`src/rtl/lsu_pkg.sv`:
```
// Shared encodings for the memory-stage load/store unit.
package lsu_pkg;

    localparam logic [1:0] SZ_BYTE = 2'b00;
    localparam logic [1:0] SZ_HALF = 2'b01;
    localparam logic [1:0] SZ_WORD = 2'b10;

    localparam logic [1:0] ST_IDLE  = 2'd0;
    localparam logic [1:0] ST_ISSUE = 2'd1;
    localparam logic [1:0] ST_WAIT  = 2'd2;
    localparam logic [1:0] ST_DONE  = 2'd3;

    localparam logic [3:0] STRB_B0  = 4'b0001;
    localparam logic [3:0] STRB_LO  = 4'b0011;
    localparam logic [3:0] STRB_HI  = 4'b1100;
    localparam logic [3:0] STRB_ALL = 4'b1111;

endpackage

```
`src/rtl/lsu_align.sv`:
```
// Byte-lane steering, load extension and misalign detect.
// MISALIGN_TRAP_EN enables the misalign flag; otherwise it is 0.
module lsu_align
    import lsu_pkg::*;
#(
    parameter int XLEN = 32
) (
    input  logic [1:0]      size,
    input  logic            uns,
    input  logic [1:0]      off,
    input  logic [XLEN-1:0] sdata,
    input  logic [XLEN-1:0] rdata,
    output logic [3:0]      wstrb,
    output logic [XLEN-1:0] wdata,
    output logic [XLEN-1:0] ldata,
    output logic            mis
);

    logic       is_b;
    logic       is_h;
    logic       is_w;
    logic [1:0] eoff;
    logic [7:0] b;
    logic [15:0] h;

    assign is_b = size == SZ_BYTE;
    assign is_h = size == SZ_HALF;
    assign is_w = !is_b && !is_h;

    // Offset bits below the access size are dropped.
    assign eoff = off & (is_w ? 2'b00 : (is_h ? 2'b10 : 2'b11));

`ifdef MISALIGN_TRAP_EN
    assign mis = (is_h && off[0]) || (is_w && (off != 2'b00));
`else
    assign mis = 1'b0;
`endif

    assign b = rdata[{eoff, 3'b000} +: 8];
    assign h = rdata[{eoff[1], 4'b0000} +: 16];

    always_comb begin
        wstrb = STRB_ALL;
        wdata = sdata;
        ldata = rdata;
        unique case (1'b1)
            is_b: begin
                wstrb = STRB_B0 << eoff;
                wdata = {(XLEN/8){sdata[7:0]}};
                ldata = {{(XLEN-8){~uns & b[7]}}, b};
            end
            is_h: begin
                wstrb = eoff[1] ? STRB_HI : STRB_LO;
                wdata = {(XLEN/16){sdata[15:0]}};
                ldata = {{(XLEN-16){~uns & h[15]}}, h};
            end
            is_w: begin
                wstrb = STRB_ALL;
                wdata = sdata;
                ldata = rdata;
            end
        endcase
    end

endmodule

```
`src/rtl/me_lsu.sv`:
```
// Memory-stage load/store unit: bus FSM and ME/WB registers.
// MISALIGN_TRAP_EN traps misaligned accesses instead of issuing them.
module me_lsu
    import lsu_pkg::*;
#(
    parameter int XLEN        = 32,
    parameter int TIMEOUT_CYC = 255
) (
    input  logic            clk,
    input  logic            rst,
    input  logic            mem_r,
    input  logic            mem_w,
    input  logic [1:0]      mem_size,
    input  logic            mem_unsigned,
    input  logic [XLEN-1:0] mem_addr,
    input  logic [XLEN-1:0] mem_data,
    input  logic [XLEN-1:0] val_out,
    input  logic            reg_w,
    input  logic [XLEN-1:0] reg_data,
    output logic            dbus_req,
    output logic            dbus_we,
    output logic [XLEN-1:0] dbus_addr,
    output logic [3:0]      dbus_wstrb,
    output logic [XLEN-1:0] dbus_wdata,
    input  logic            dbus_gnt,
    input  logic            dbus_rvalid,
    input  logic [XLEN-1:0] dbus_rdata,
    output logic            stall,
    output logic [XLEN-1:0] wb_val,
    output logic            wb_reg_w,
    output logic [XLEN-1:0] wb_reg_data,
    output logic            bus_err,
    output logic            misalign
);

    localparam int CW = $clog2(TIMEOUT_CYC + 1);
    localparam logic [CW-1:0] TMO = CW'(TIMEOUT_CYC);

    logic [1:0]      state;
    logic [CW-1:0]   cnt;
    logic [1:0]      q_size;
    logic [1:0]      q_off;
    logic            q_uns;
    logic            q_regw;
    logic [XLEN-1:0] q_regd;
    logic [XLEN-1:0] q_val;
    logic [XLEN-1:0] ld_q;

    logic            idle;
    logic            access;
    logic            trap;
    logic [1:0]      a_size;
    logic [1:0]      a_off;
    logic            a_uns;
    logic [3:0]      st_strb;
    logic [XLEN-1:0] st_data;
    logic [XLEN-1:0] ld_val;
    logic            mis;

    assign idle   = state == ST_IDLE;
    assign access = mem_r | mem_w;

    // Live request steers stores in IDLE; held request steers loads.
    assign a_size = idle ? mem_size : q_size;
    assign a_off  = idle ? mem_addr[1:0] : q_off;
    assign a_uns  = idle ? mem_unsigned : q_uns;

    lsu_align #(
        .XLEN(XLEN)
    ) u_align (
        .size  (a_size),
        .uns   (a_uns),
        .off   (a_off),
        .sdata (mem_data),
        .rdata (dbus_rdata),
        .wstrb (st_strb),
        .wdata (st_data),
        .ldata (ld_val),
        .mis   (mis)
    );

    assign trap     = idle && access && mis;
    assign dbus_req = state == ST_ISSUE;
    assign stall    = !rst && ((state == ST_ISSUE)
                            || (state == ST_WAIT)
                            || (idle && access && !trap));

    always_ff @(posedge clk or posedge rst) begin
        if (rst) begin
            state       <= ST_IDLE;
            cnt         <= '0;
            q_size      <= '0;
            q_off       <= '0;
            q_uns       <= 1'b0;
            q_regw      <= 1'b0;
            q_regd      <= '0;
            q_val       <= '0;
            ld_q        <= '0;
            dbus_we     <= 1'b0;
            dbus_addr   <= '0;
            dbus_wstrb  <= '0;
            dbus_wdata  <= '0;
            wb_val      <= '0;
            wb_reg_w    <= 1'b0;
            wb_reg_data <= '0;
            bus_err     <= 1'b0;
            misalign    <= 1'b0;
        end else begin
            bus_err  <= 1'b0;
            misalign <= 1'b0;
            unique case (state)
                ST_IDLE: begin
                    if (access && !trap) begin
                        dbus_we    <= mem_w;
                        dbus_addr  <= {mem_addr[XLEN-1:2], 2'b00};
                        dbus_wstrb <= mem_w ? st_strb : 4'b0000;
                        dbus_wdata <= st_data;
                        q_size     <= mem_size;
                        q_off      <= mem_addr[1:0];
                        q_uns      <= mem_unsigned;
                        q_regw     <= reg_w;
                        q_regd     <= reg_data;
                        q_val      <= val_out;
                        ld_q       <= '0;
                        state      <= ST_ISSUE;
                    end else begin
                        wb_val      <= val_out;
                        wb_reg_w    <= reg_w & ~trap;
                        wb_reg_data <= reg_data;
                        misalign    <= trap;
                    end
                end
                ST_ISSUE: begin
                    if (dbus_gnt) begin
                        cnt   <= '0;
                        state <= dbus_we ? ST_DONE : ST_WAIT;
                    end
                end
                ST_WAIT: begin
                    if (dbus_rvalid) begin
                        ld_q  <= ld_val;
                        state <= ST_DONE;
                    end else if (cnt == TMO) begin
                        ld_q    <= '0;
                        bus_err <= 1'b1;
                        state   <= ST_DONE;
                    end else begin
                        cnt <= cnt + 1'b1;
                    end
                end
                ST_DONE: begin
                    wb_val      <= dbus_we ? q_val : ld_q;
                    wb_reg_w    <= q_regw;
                    wb_reg_data <= q_regd;
                    state       <= ST_IDLE;
                end
                default: state <= ST_IDLE;
            endcase
        end
    end

endmodule

```
`config.mk`:
```
export PLATFORM = sky130hd
export DESIGN_NAME = me_lsu
export DESIGN_NICKNAME = d
export VERILOG_FILES = /design/src/rtl/lsu_pkg.sv /design/src/rtl/lsu_align.sv /design/src/rtl/me_lsu.sv
export SDC_FILE = /design/constraint.sdc
export NUM_CORES = 1
export LEC_CHECK = 0
export ABC_CLOCK_PERIOD_IN_PS = 9200
export BUFFER_PORTS_ARGS = -buffer_cell sky130_fd_sc_hd__buf_2
export CAP_MARGIN = 0
export CORE_MARGIN = 2
export CORE_UTILIZATION = 55
export CTS_BUF_LIST = sky130_fd_sc_hd__clkbuf_8
export CTS_CLUSTER_SIZE = 16
export DETAILED_ROUTE_END_ITERATION = 12
export PLACE_DENSITY = 0.88
export SLEW_MARGIN = 20
export SYNTH_ARGS = -nofsm -noshare
export SYNTH_HDL_FRONTEND = slang
export SYNTH_HIERARCHICAL = 1
export SYNTH_SLANG_ARGS = --single-unit
```
`constraint.sdc`:
```
create_clock -name clk -period 9.2 [get_ports clk]
set_clock_uncertainty 0.2 [all_clocks]
set_input_delay 0.92 -clock clk [delete_from_list [all_inputs] [get_ports clk]]
set_output_delay 0.92 -clock clk [all_outputs]
set_load 0.005 [all_outputs]
```
==> Yosys cells after proc, flatten, opt, wreduce, memory -nomap -nowiden <==
Index checks and enable logic that the tools add are counted.
Widths: inputs -> output; s select.
{ "totals": {"out_inout_bits": 138, "in_bits": 170, "reg_bits": 245} }
{ "op_classes": {"addsub": 1, "mux": 34, "n_bitwise": 5, "eq_ne": 11, "reduce_logical": 18, "shift": 3} }
{ "ops": {"columns": ["op", "n"], "rows": [
  ["$mux 32", 6],
  ["$pmux 32 s2", 3],
  ["$pmux 32 s3", 2],
  ["$shiftx 32x6->16", 1],
  ["$shiftx 32x6->8", 1],
  ["$mux 8", 3],
  ["$pmux 8 s2", 1],
  ["$mux 2", 7],
  ["$pmux 4 s3", 1],
  ["$add 8x1->8 const B", 1],
  ["$eq 8x8->1 const B", 1],
  ["$mux 4", 2],
  ["$pmux 2 s4", 1],
  ["$mux 1", 7],
  ["$ne 2x2->1 const B", 3],
  ["$reduce_and 3->1", 2],
  ["$reduce_bool 2->1", 3],
  ["$eq 2x1->1 const B", 2],
  ["$eq 2x2->1 const B", 2],
  ["$logic_not 2->1", 2],
  ["$ne 2x1->1 const B", 2],
  ["$reduce_and 2->1", 2],
  ["$reduce_and 4->1", 1],
  ["$shl 1x2->4 const A", 1],
  ["9 further kinds", 15]
]} }

==> Depth between registers and ports, before layout <==
{ "depth": {"word_depth": 12, "depth_mapped": 13, "mapped_depth_nobuf": 9} }

==> By module <==
Netlist, hierarchy kept.
{ "by_module_without_submodules": {"columns": ["mod", "seq_area_each_um2", "area_each_um2", "cells_each", "instances"], "rows": [
  ["me_lsu", 6155.9, 10830.4, 849, 1],
  ["lsu_align", 0.0, 1392.6, 179, 1]
]} }

==> Worst setup path before layout <==
Ideal clock, no wire load.
{ "synth_timing": {"path_kind": "input to register", "startpoint": "input mem_size[0]", "endpoint": "register ld_q[11]", "t_required_ns": 8.875, "setup_slack_ns": 6.342, "cell_stages": 9, "arrival_time_ns": 2.533, "n_path_buf": 2, "setup_time_ns": 0.125, "path_cell_list": "mux2_2 -> buf_6 -> nor2b_4 -> mux2_4 -> nand4b_4 -> buf_6 -> nand4_2 -> and3_1 -> mux2_4"} }
{ "synth_between": {"elab_chain_cells": 11, "word_cells_on_any_way": 15, "classes_between": "eq/ne: 1; shift: 2; mux: 6; bitwise: 2; reduce/logical: 4"} }
{ "synth_rtl": {"columns": ["element", "line", "source"], "rows": [
  ["start, declared", "me_lsu.sv:13", "input logic [1:0] mem_size,"],
  ["$mux 2 *", "me_lsu.sv:64", "assign a_size = idle ? mem_size : q_size;"],
  ["$eq 2x1->1 / $logic_not 2->1 (equally long branches)", "lsu_align.sv:27, lsu_align.sv:26", null],
  ["$logic_not 1->1", "lsu_align.sv:28", "assign is_w = !is_b && !is_h;"],
  ["$logic_and 1x1->1", "lsu_align.sv:28", null],
  ["$mux 2", "lsu_align.sv:31", "assign eoff = off & (is_w ? 2'b00 : (is_h ? 2'b10 : 2'b11));"],
  ["$and 2x2->2", "lsu_align.sv:31", null],
  ["$shiftx 32x6->8", "lsu_align.sv:39", "assign b = rdata[{eoff, 3'b000} +: 8];"],
  ["$and 1x1->1", "lsu_align.sv:50", "ldata = {{(XLEN-8){~uns & b[7]}}, b};"],
  ["$pmux 32 s3 *", "lsu_align.sv:46", "unique case (1'b1)"],
  ["named net ld_val[11]", "me_lsu.sv:57", "logic [XLEN-1:0] ld_val;"],
  ["$mux 32 *", "me_lsu.sv:140", "if (dbus_rvalid) begin"],
  ["$pmux 32 s2 *", "me_lsu.sv:111", "unique case (state)"],
  ["end signal, assigned", "me_lsu.sv:141", "ld_q <= ld_val;"],
  ["end, declared", "me_lsu.sv:47", "logic [XLEN-1:0] ld_q;"]
]} }
The timed path passes the listed nets; every way through them passes the cells marked *.
A chain may end at the register's enable or synchronous reset.

==> Worst setup path after layout <==
{ "layout_timing": {"startpoint": "register state[0]", "endpoint": "register ld_q[11]"} }
{ "layout_between": {"elab_chain_cells": 12, "word_cells_on_any_way": 24, "classes_between": "eq/ne: 4; shift: 2; mux: 8; bitwise: 3; reduce/logical: 7"} }
{ "layout_rtl": {"columns": ["element", "line", "source"], "rows": [
  ["start, declared", "me_lsu.sv:39", "logic [1:0] state;"],
  ["start signal, assigned", "me_lsu.sv:136", "state <= dbus_we ? ST_DONE : ST_WAIT;"],
  ["$logic_not 2->1 *", "me_lsu.sv:60", "assign idle = state == ST_IDLE;"],
  ["$mux 2 *", "me_lsu.sv:64", null],
  ["named net a_size[0]", "me_lsu.sv:52", "logic [1:0] a_size;"],
  ["$eq 2x1->1 / $logic_not 2->1 (equally long branches)", "lsu_align.sv:27, lsu_align.sv:26", null],
  ["$logic_not 1->1", "lsu_align.sv:28", null],
  ["$logic_and 1x1->1", "lsu_align.sv:28", null],
  ["$mux 2", "lsu_align.sv:31", null],
  ["$and 2x2->2", "lsu_align.sv:31", null],
  ["$shiftx 32x6->8", "lsu_align.sv:39", null],
  ["$and 1x1->1", "lsu_align.sv:50", null],
  ["$pmux 32 s3 *", "lsu_align.sv:46", null],
  ["named net ld_val[11]", "me_lsu.sv:57", null],
  ["$mux 32 *", "me_lsu.sv:140", null],
  ["$pmux 32 s2 *", "me_lsu.sv:111", null]
]} }
Marked as above.

==> impl_metrics.csv <==
group,metric,value,unit
job,maxCapViolations,0,
routing,dr.pass1.iters,5,
sta,min_period_over_period,41.7,%
synthesis,synth_top_family_by_area,"multiplexers",
layout,multi_input_area,5480,µm²
power_and_ir_drop,p_total,5.34,mW
synthesis,ys_ff_latch,246,
synthesis,synth_edf_count,0,
power_and_ir_drop,power_density,367,nW/µm²
sta,setup_violations,0,
layout,area_delta_synth_final,19.2,%
power_and_ir_drop,p_leak,7.22,nW
critical_path,startpoint_type,"register",
routing,wire_per_inst,18.7,µm
synthesis,netlist.area_leader.share,50.4,%
routing,drc,0,
critical_path,cp_data_required_time,9420,ps
synthesis,synthMuxAreaShare,24.9,%
synthesis,ys_warn_count,6,
sta,slew_viol_final,0,
placed_design,gp_congestion,0.833,
layout,utilization,66.8,%
synthesis,netlist_instances,1028,
synthesis,synth_area_leaders,"dfrtp_1, mux2_2, mux2i_1, o21ai_0, nand2_1",
global_route,grt_start_max_net_pins,142,
synthesis,synth_xor_xnor_area_share,0,%
sta,tightest_slew,895,ps
routing,vias_per_cell,5.63,
placed_design,dp_hpwl,20.3,mm
synthesis,avgSynthCellArea,11.9,µm²
routing,num_vias,9082,
critical_path,reg2reg_to,"ld_q[11]$_DFFE_PP0P_",
critical_path,crit_path_end,"ld_q[11]$_DFFE_PP0P_",
layout,nets,1478,
global_route,grt_first_pass_wirelength,48.7,mm
global_route,gr-total-overflow,0,
synthesis,async_reset_ff_share,100,%
floorplanning,rows,54,
synthesis,ys_types,64,
critical_path,crit_path_end_kind,"register",
global_route,antenna_found_initial,5,
floorplanning,initial_core_util,56.0,%
routing,wl,30.2,mm
sta,timing.hold.ws,268,ps
critical_path,worstPathArrival,4050,ps
cts,cts_made_buffers,42,
floorplanning,core,21800,µm²
routing,drt-initial-drc-count,618,
layout,fin_area,14600,µm²
layout,layout_common_cells,"buf_2, dfrtp_1, mux2_2",
sta,setup_tns,0,ps
cts,cts.sinks,246,
layout,drive_above_1_share,45.6,%
synthesis,synthSimpleGateAreaFrac,10.5,%
cts,cts_buffer_depth,3,
critical_path,rrSetupSlack,5370,ps
routing,ant_nets,0,
floorplanning,die_area,23400,µm²
floorplanning,fp.dieH,153,µm
floorplanning,die_w,153,µm
cts,tritoncts,"built",
power_and_ir_drop,ir_worst_vdd,0.228,mV
run_status,status,"completed",
placed_design,port_buffers,305,
global_route,grt_pass1_vias,9500,
cts,ctsResizeCount,0,
sta,finalCriticalPeriod,3830,ps
critical_path,r2r_cells,9,
cts,holdBufCountCts,0,
cts,post_cts_buffers,0,
layout,nFillCells,1652,
layout,final_common_cell,"buf_2",
sta,final-hold-violation-count,0,
cts,cts.clk_slew.worst_paths,60,ps
sta,fmax,261,MHz
synthesis,synth_compound_area_share,8.52,%
synthesis,ys_seq_area_share,50.4,%
min_path,hp-class,"in2async",
layout,seq_area,6160,µm²
global_route,track_usage,25.6,%
cts,htree_levels,2,
sta,maxSlewHeadroom,40.1,%
critical_path,crit_fanout,28,
floorplanning,io_pins,308,
critical_path,cp-startpoint,"state[0]$_DFFE_PP0P_",
critical_path,r2r-start,"state[0]$_DFFE_PP0P_",
placed_design,placed_area,13600,µm²
synthesis,syn_area,12200,µm²
synthesis,synth_fa_ha_area_share,0.614,%
cts,cts_root_buf,"clkbuf_8",
sta,grt_setup_unrepaired,"false",
cts,insertion_delay,530,ps
synthesis,yosys.area.top_type,"dfrtp_1",
critical_path,crit_type,"reg2reg",
synthesis,ys.flop_type,"dfrtp_1",
==> logic make-up after synthesis <==
logic type | Yosys count
other | 2
DFF | 246
buffers and inverters | 95
AOI/OAI and AO/OA | 179
muxes | 268
adders and majority gates | 6
and+or+nand+nor | 232
==> synthesized netlist by cell type (all sizes together), types with 2 or more instances <==
master   instances
a21o             2
a21oi           16
a22oi            8
a2bb2oi          2
a31oi            7
and3            41
and4             2
buf             62
clkbuf          24
conb             2
dfrtp          246
ha               6
inv              9
mux2           195
mux2i           73
nand2          126
nand2b           6
nand3           28
nand4            8
nand4b           2
nor2             9
nor2b            3
o21ai          125
o21bai           3
o31ai            6
or2              2
==> worst max-delay path, stage by stage (launching register included) <==
cell and delay [ps]:
dfrtp_1 420, inv_1 170, ha_1 520, mux2_2 650, nor2b_4 380, mux2_4 360, nand4b_4 390, nand4_2 150
and3_1 220, mux2_4 250
==> report_power, final <==
group	switching, mW	internal [mW]
clock network	0.429	0.587
registers	0.302	1.61
logic	1.26	1.16
==> per-layer routing <==
metal / up-vias / track usage [%] / share of wire, %
li1: 4179 / - / -
met1: 4441 / 31.4 / 40
met2: 368 / 43.5 / 49
met3: 92 / 5.78 / 6.9
met4: 2 / 11.2 / 4.0
met5: - / 0 / 0.043
==> layout make-up <==
| class | instances | area share [%] |
|---|---|---|
| antenna | 3 | 0.0515 |
| clock buffer | 55 | 5.20 |
| clock inverter | 16 | 0.816 |
| inverter | 9 | 0.283 |
| multi-input combinational | 688 | 37.6 |
| sequential | 246 | 42.3 |
| tap | 280 | 2.40 |
| timing repair buffer | 315 | 11.4 |
==> stage by stage <==
| stage | setup WS (ps) | cells |
|---|---|---|
| 6_report | 5370 | 1612 |
| 2_1_floorplan | 1320 | 1029 |
| 3_3_place_gp | 5560 | 1536 |
| 3_5_place_dp | 5440 | 1536 |
| 5_1_grt | 5210 | 1612 |
| 4_1_cts | 5370 | 1607 |
==> worst min path at each step <==
stage	depth (start not counted)	slack (ps)	to	from
detailed placement	2	260	wb_reg_data[29]$_DFFE_PP0P_	wb_reg_data[29]$_DFFE_PP0P_
global placement	2	260	wb_val[23]$_DFFE_PP0P_	wb_val[23]$_DFFE_PP0P_
finish	2	270	q_uns$_DFFE_PP0P_	rst
floorplan	2	270	wb_reg_data[0]$_DFFE_PP0P_	wb_reg_data[0]$_DFFE_PP0P_
global route	2	290	wb_reg_data[30]$_DFFE_PP0P_	wb_reg_data[30]$_DFFE_PP0P_
CTS	2	280	wb_reg_data[29]$_DFFE_PP0P_	wb_reg_data[29]$_DFFE_PP0P_
==> state kept, by name (all words and copies together), names as in the netlist, 4 cells and up <==
register / flops
wb_val: 32
wb_reg_data: 32
dbus_addr: 30
cnt: 8
dbus_wstrb: 4
ld_q: 32
q_val: 32
dbus_wdata: 32
q_regd: 32
Note: power is estimated with default switching activity, not from simulation.
